**config.mk**
```make
export PLATFORM = sky130hd
export DESIGN_NAME = fetch_unit
export DESIGN_NICKNAME = d
export VERILOG_FILES = /design/src/rtl/fetch_pkg.sv /design/src/rtl/fetch_skid_fifo.sv /design/src/rtl/fetch_unit.sv
export SDC_FILE = /design/constraint.sdc
export NUM_CORES = 1
export LEC_CHECK = 0
export CORE_MARGIN = 2
export CORE_UTILIZATION = 56
export DETAILED_ROUTE_END_ITERATION = 7
export GPL_TIMING_DRIVEN = 1
export PLACE_DENSITY = 0.86
export SLEW_MARGIN = 20
export SYNTH_ARGS = -nofsm -noshare
export SYNTH_HDL_FRONTEND = slang
export SYNTH_HIERARCHICAL = 1
export SYNTH_SLANG_ARGS = --single-unit
```
**constraint.sdc**
```tcl
create_clock -name clk -period 8.3 [get_ports clk]
set_input_delay 1.66 -clock clk [delete_from_list [all_inputs] [get_ports clk]]
set_output_delay 1.66 -clock clk [all_outputs]
set_load 0.01 [all_outputs]
```
**src/rtl/fetch_pkg.sv**
```systemverilog
// Shared types and constants for the instruction fetch stage.
package fetch_pkg;

    localparam int unsigned ADDR_W     = 8;
    localparam int unsigned INSTR_W    = 32;
    localparam logic [7:0]  RESET_PC   = 8'h00;
    localparam int unsigned PC_STEP    = 4;
    localparam int unsigned R15_OFFSET = 8;

    typedef enum logic {
        RUN  = 1'b0,
        HALT = 1'b1
    } fetch_state_t;

    typedef struct packed {
        logic [INSTR_W-1:0] instr;
        logic [ADDR_W-1:0]  pc;
    } fetch_entry_t;

endpackage

```
**src/rtl/fetch_skid_fifo.sv**
```systemverilog
// Two-entry skid queue between the fetch PC and decode.
// Push is accepted when a slot is free or the head leaves in the same cycle;
// flush empties the queue and wins over push.
module fetch_skid_fifo
    import fetch_pkg::*;
#(
    parameter type entry_t = fetch_entry_t
) (
    input  logic       clk,
    input  logic       rst,
    input  logic       push_i,
    input  entry_t     push_data_i,
    input  logic       pop_i,
    input  logic       flush_i,
    output logic [1:0] count_o,
    output logic       head_valid_o,
    output entry_t     head_o
);

    entry_t     mem_q [2];
    logic       rd_ptr_q, rd_ptr_d;
    logic [1:0] count_q, count_d;
    logic       wr_ptr;
    logic       pop_eff;
    logic       push_eff;

    // Queue bookkeeping: effective push/pop, write slot, next pointer and count
    always_comb begin
        pop_eff  = pop_i & (count_q != 2'd0);
        push_eff = push_i & ~flush_i & ((count_q != 2'd2) | pop_eff);
        // write slot is head + count (mod 2); when full it equals the slot being popped
        wr_ptr   = rd_ptr_q ^ count_q[0];
        rd_ptr_d = rd_ptr_q;
        count_d  = count_q;
        if (flush_i) begin
            rd_ptr_d = 1'b0;
            count_d  = '0;
        end else begin
            if (pop_eff) begin
                rd_ptr_d = ~rd_ptr_q;
            end
            count_d = count_q + {1'b0, push_eff} - {1'b0, pop_eff};
        end
    end

    // Pointer and occupancy registers
    always_ff @(posedge clk or posedge rst) begin
        if (rst) begin
            rd_ptr_q <= 1'b0;
            count_q  <= '0;
        end else begin
            rd_ptr_q <= rd_ptr_d;
            count_q  <= count_d;
        end
    end

    // Entry storage, written only on an accepted push
    always_ff @(posedge clk or posedge rst) begin
        if (rst) begin
            for (int unsigned i = 0; i < 2; i++) begin
                mem_q[i] <= '0;
            end
        end else if (push_eff) begin
            mem_q[wr_ptr] <= push_data_i;
        end
    end

    // Head presentation
    always_comb begin
        count_o      = count_q;
        head_valid_o = (count_q != 2'd0);
        head_o       = mem_q[rd_ptr_q];
    end

endmodule

```
**src/rtl/fetch_unit.sv**
```systemverilog
// Instruction fetch stage: owns the PC, reads the combinational ROM, buffers
// {instr, pc} in a 2-entry skid queue towards decode, handles branch redirects
// and stops on the all-zero end-of-program word.
module fetch_unit #(
    parameter int unsigned                ADDR_W       = fetch_pkg::ADDR_W,
    parameter int unsigned                INSTR_W      = fetch_pkg::INSTR_W,
    parameter logic [ADDR_W-1:0]          RESET_PC     = ADDR_W'(fetch_pkg::RESET_PC),
    parameter bit                         HALT_ON_ZERO = 1'b1
) (
    input  logic               clk,
    input  logic               reset,
    output logic [ADDR_W-1:0]  imem_addr,
    input  logic [INSTR_W-1:0] imem_data,
    input  logic               redirect_valid,
    input  logic [ADDR_W-1:0]  redirect_pc,
    input  logic               id_ready,
    output logic               if_valid,
    output logic [INSTR_W-1:0] if_instr,
    output logic [ADDR_W-1:0]  if_pc,
    output logic [ADDR_W-1:0]  if_pc_plus8,
    output logic               halted
);

    import fetch_pkg::*;

    typedef struct packed {
        logic [INSTR_W-1:0] instr;
        logic [ADDR_W-1:0]  pc;
    } entry_t;

    fetch_state_t      state_q, state_d;
    logic [ADDR_W-1:0] pc_q, pc_d;
    logic [1:0]        count;
    logic              head_valid;
    entry_t            head;
    entry_t            head_out;
    entry_t            push_data;
    logic              pop;
    logic              space;
    logic              fetch;
    logic              sentinel;
    logic              push;
    logic              run_en;

    // Fetch/redirect arbitration and PC next-state
    always_comb begin
        pop       = head_valid & id_ready;
        space     = (count < 2'd2) | pop;
        fetch     = run_en & space & ~redirect_valid;
        sentinel  = HALT_ON_ZERO && (imem_data == '0);
        push      = fetch & ~sentinel;
        push_data = '{instr: imem_data, pc: pc_q};
        pc_d      = pc_q;
        if (redirect_valid) begin
            pc_d = redirect_pc & ~ADDR_W'(3);
        end else if (push) begin
            pc_d = pc_q + ADDR_W'(PC_STEP);
        end
    end

    // PC register
    always_ff @(posedge clk or posedge reset) begin
        if (reset) begin
            pc_q <= RESET_PC;
        end else begin
            pc_q <= pc_d;
        end
    end

    // FSM state register
    always_ff @(posedge clk or posedge reset) begin
        if (reset) begin
            state_q <= RUN;
        end else begin
            state_q <= state_d;
        end
    end

    // FSM next state: redirect always resumes, the zero sentinel stops fetch
    always_comb begin
        state_d = state_q;
        if (redirect_valid) begin
            state_d = RUN;
        end else if (fetch && sentinel) begin
            state_d = HALT;
        end
    end

    // FSM outputs
    always_comb begin
        run_en = (state_q == RUN);
        halted = (state_q == HALT);
    end

    fetch_skid_fifo #(
        .entry_t (entry_t)
    ) u_fifo (
        .clk          (clk),
        .rst          (reset),
        .push_i       (push),
        .push_data_i  (push_data),
        .pop_i        (pop),
        .flush_i      (redirect_valid),
        .count_o      (count),
        .head_valid_o (head_valid),
        .head_o       (head)
    );

    // Decode-facing outputs; an empty queue presents zeros so if_pc_plus8 reads 8
    always_comb begin
        head_out    = head_valid ? head : '0;
        imem_addr   = pc_q;
        if_valid    = head_valid;
        if_instr    = head_out.instr;
        if_pc       = head_out.pc;
        if_pc_plus8 = head_out.pc + ADDR_W'(R15_OFFSET);
    end

endmodule
```
==> impl_metrics.env <==
export IMPL_hold_end="u_fifo/mem_q[75]$_DFFE_PP0P_"
export IMPL_cts_made_buffers=9
export IMPL_sum_of_negative_setup_slack_ps=0
export IMPL_grt_start_max_net_pins=84
export IMPL_layout_utilization_pct=70.2
export IMPL_cts_clk_slew_worst_paths_ps=90
export IMPL_mostFrequentLayoutCell="sky130_fd_sc_hd__nand2_1"
export IMPL_worst_slew_margin_rel_pct=25.6
export IMPL_finalWeightedCongestion=0.785
export IMPL_synth_area_leaders="sky130_fd_sc_hd__dfrtp_1 45%, sky130_fd_sc_hd__o22ai_2 10%, sky130_fd_sc_hd__nand2_1 9.5%"
export IMPL_start_kind="primary input"
export IMPL_fin_worst_skew_ps=6.23
export IMPL_detailed_place_hpwl_um=7840
export IMPL_multiInputGateArea_um2=2490
export IMPL_hold_class="reg2reg"
export IMPL_first_pass_grt_wire_length_um=20900
export IMPL_critPathBufInv=1
export IMPL_power_internal_mw=1.07
export IMPL_ys_seq_elements=90
export IMPL_ys_flop_type="sky130_fd_sc_hd__dfrtp_1"
export IMPL_holdWs_ps=527
export IMPL_status="completed"
export IMPL_worst_endpoint_required_ps=8480
export IMPL_die_w_um=98.6
export IMPL_finalHoldViolations=0
export IMPL_drt_antenna_violating_nets=0
export IMPL_ff_latch_area_um2=2250
export IMPL_cpLargestDelayFamily="simple AND/OR/NAND/NOR gates"
export IMPL_grt_antenna_before_repair=0
export IMPL_num_nets_final=619
export IMPL_yosysWarningCount=6
export IMPL_post_synth_num_cell_types=40
export IMPL_die_ar_um2=9710
export IMPL_route_detailed_wl_per_inst_um=18.3
export IMPL_initial_utilization_pct=57.7
export IMPL_maxClockFrequency_ghz=0.201
export IMPL_clkPwrFrac_pct=16.0
export IMPL_synth_cells=501
export IMPL_htree_levels=3
export IMPL_leakagePower_nw=2.60
export IMPL_power_per_cell_area_nw_per_um2=270
export IMPL_worst_slew_pin_slew_ps=1120
export IMPL_synth_largest_type_area_fraction_pct=45.0
export IMPL_share_of_async_settable_or_async_resettable_flops_after_synthesis_pct=100
export IMPL_io_pins=102
export IMPL_clkLatencyLatePin_ps=340
export IMPL_drt_pre_antenna_iters=4
export IMPL_synth_enable_flop_cells=0
export IMPL_setup_violations_final=0
export IMPL_endpoint_of_the_worst_slack_reg_to_reg_timing_path="u_fifo/mem_q[19]$_DFFE_PP0P_"
export IMPL_period_minus_slack_ps=4970
export IMPL_synth_to_final_area_change_pct=21.7
export IMPL_worst_setup_path_end_kind="flop"
export IMPL_tritoncts_clock_tree="done"
export IMPL_fin_crit_sh_pct=59.9
export IMPL_vias_in_the_first_global_route=4394
export IMPL_startpoint_of_the_lowest_slack_hold_path="u_fifo/mem_q[75]$_DFFE_PP0P_"
export IMPL_yosysSeqAreaShare_pct=45.0
export IMPL_post_synthesis_cell_type_with_the_largest_combined_area="sky130_fd_sc_hd__dfrtp_1"
export IMPL_netSwitchingPower_mw=0.573
export IMPL_total_of_cells_resized_after_clock_tree_synthesis=0
export IMPL_hold_path_depth=2
export IMPL_crit_reg2reg_launch="u_fifo/count_o[0]$_DFF_PP0_"
export IMPL_slowest_delay_ps=1100
export IMPL_numClockSinks=90
export IMPL_post_cts_setup_buffers=0
export IMPL_timing_max_transition_violations_final=0
export IMPL_drive_gt1_share_pct=20.3
export IMPL_die_height_um=98.6
export IMPL_postSynthAreaPerCell_um2=9.99
export IMPL_holdBufCountCts=0
export IMPL_drt_wl_total_um=12500
export IMPL_drc=0
export IMPL_clk_root_buffer_cell="sky130_fd_sc_hd__clkbuf_8"
export IMPL_track_usage_pct=26.1
export IMPL_p_seq_share_pct=43.3
export IMPL_path_class="in2reg"
export IMPL_design_core_area_um2=8680
export IMPL_cts_buffer_depth=2
export IMPL_placementRows=34
export IMPL_setup_reg_to_reg_worst_slack_ps=3900
export IMPL_vias=4150
export IMPL_port_buffer_count=97
export IMPL_worst_r2r_path_depth=8
export IMPL_worst_path_max_delay_cell="sky130_fd_sc_hd__and3_2"
export IMPL_drtIter0Drc=237
export IMPL_rsz_0062_raised_after_global_routing="no"
export IMPL_cp_cell_sequence="clkdlybuf4s50_1 -> nor4_1 -> nand4_1 -> o21ai_4 -> nor2_1 -> nor2b_4 -> and3_2 -> o22ai_2"
export IMPL_critPathMaxFanout=43
export IMPL_synthesis_area_um2=5010
export IMPL_nFillCells=651
export IMPL_layout_common_cells="127 x sky130_fd_sc_hd__nand2_1, 97 x sky130_fd_sc_hd__clkdlybuf4s50_1, 89 x sky130_fd_sc_hd__dfrtp_1"
export IMPL_n_antenna_cell=0
export IMPL_detail_route_vias_per_cell=6.07
export IMPL_critPathArrivalTime_ps=5150
export IMPL_max_cap_viol_count=0
export IMPL_vdd_drop_max_mv=0.148
export IMPL_power_share_switching_pct=34.8
export IMPL_grt_overflow=0
export IMPL_combinational_group_share_of_total_power_pct=40.7
power groups by stage:
stage	clock [mW]	sequential, mW	combinational [mW]
global route	0.288	0.731	0.730
finish	0.263	0.713	0.671
CTS	0.268	0.711	0.671
floorplan	0	0.685	0.472
detailed placement	0	0.719	0.667
global placement	0	0.702	0.642
tightest hold or removal path: stages (launching register included):
cell                      delay [ps]
sky130_fd_sc_hd__dfrtp_1         380
sky130_fd_sc_hd__nand2_1          60
sky130_fd_sc_hd__o22ai_1          50
sequential cells by signal, summed over array words and instances, names as in the netlist:
| name | count |
|---|---|
| u_fifo/mem_q | 80 |
| imem_addr | 6 |
| u_fifo/count_o | 2 |
| halted | 1 |
| u_fifo/rd_ptr_q | 1 |
how the worst max path moves through the flow:
| stage | depth (start not counted) | from | slack [ps] | end |
|---|---|---|---|---|
| finish | 8 | imem_data[0] | 3330 | u_fifo/mem_q[19]$_DFFE_PP0P_ |
| global route | 8 | imem_data[3] | 3170 | u_fifo/mem_q[60]$_DFFE_PP0P_ |
| CTS | 8 | imem_data[1] | 3380 | u_fifo/mem_q[19]$_DFFE_PP0P_ |
| detailed placement | 8 | imem_data[1] | 3010 | u_fifo/mem_q[2]$_DFFE_PP0P_ |
| global placement | 8 | imem_data[1] | 3070 | u_fifo/mem_q[34]$_DFFE_PP0P_ |
| floorplan | 1 | reset | 4500 | u_fifo/count_o[0]$_DFF_PP0_ |
layer usage:
layer / up-vias / track usage [%] / share of wire [%]
met5: - / 0 / 0
met4: 0 / 8.22 / 1.8
met3: 20 / 3.97 / 6.3
met2: 173 / 44.7 / 51
met1: 2076 / 34.5 / 41
li1: 1881 / - / -
cell usage after synthesis, types with 3 or more instances:
master	number
sky130_fd_sc_hd__nand4_1	3
sky130_fd_sc_hd__buf_4	7
sky130_fd_sc_hd__clkbuf_1	11
sky130_fd_sc_hd__and2_1	42
sky130_fd_sc_hd__nand2_1	127
sky130_fd_sc_hd__dfrtp_1	90
sky130_fd_sc_hd__buf_6	8
sky130_fd_sc_hd__o22ai_2	40
sky130_fd_sc_hd__nand3_1	6
sky130_fd_sc_hd__mux2_2	40
sky130_fd_sc_hd__xnor2_1	4
sky130_fd_sc_hd__nor2b_1	5
sky130_fd_sc_hd__nor4_2	4
sky130_fd_sc_hd__inv_1	7
sky130_fd_sc_hd__xor2_1	3
sky130_fd_sc_hd__ha_1	4
sky130_fd_sc_hd__o22ai_1	40
sky130_fd_sc_hd__buf_2	18
sky130_fd_sc_hd__nor2_1	7
sky130_fd_sc_hd__o21ai_0	4
sky130_fd_sc_hd__nor4_1	4
sky130_fd_sc_hd__or3_1	3
kinds of logic after synthesis:
group           count (synthesis)  synth area share [%]
compound gates                 95                  17.2
xor+xnor                        7                  1.22
fa+ha+maj                       4                  1.00
buf+inv                        53                  6.15
flops                          90                  45.0
mux                            42                  9.40
other cells                     1                0.0749
simple gates                  209                  19.9
cell type report:
type                    instances  area share, %
flip-flops and latches         90           37.0
repair buffers                102           16.6
multi-input cells             361           40.9
inverters                       7          0.452
clock buffers                  11           2.32
well taps                     108           2.22
clock inverters                 5          0.493
through the flow:
| step | instance area (um2) | worst slack (ps) | total power [mW] | instances |
|---|---|---|---|---|
| global route | 6090 | 3170 | 1.75 | 684 |
| floorplan | 5020 | 4500 | 1.16 | 504 |
| finish | 6090 | 3330 | 1.65 | 684 |
| global placement | 5920 | 3070 | 1.34 | 668 |
| CTS | 6090 | 3380 | 1.65 | 684 |
| detailed placement | 5920 | 3010 | 1.39 | 668 |
No activity file was read; power rests on OpenSTA's default activity.
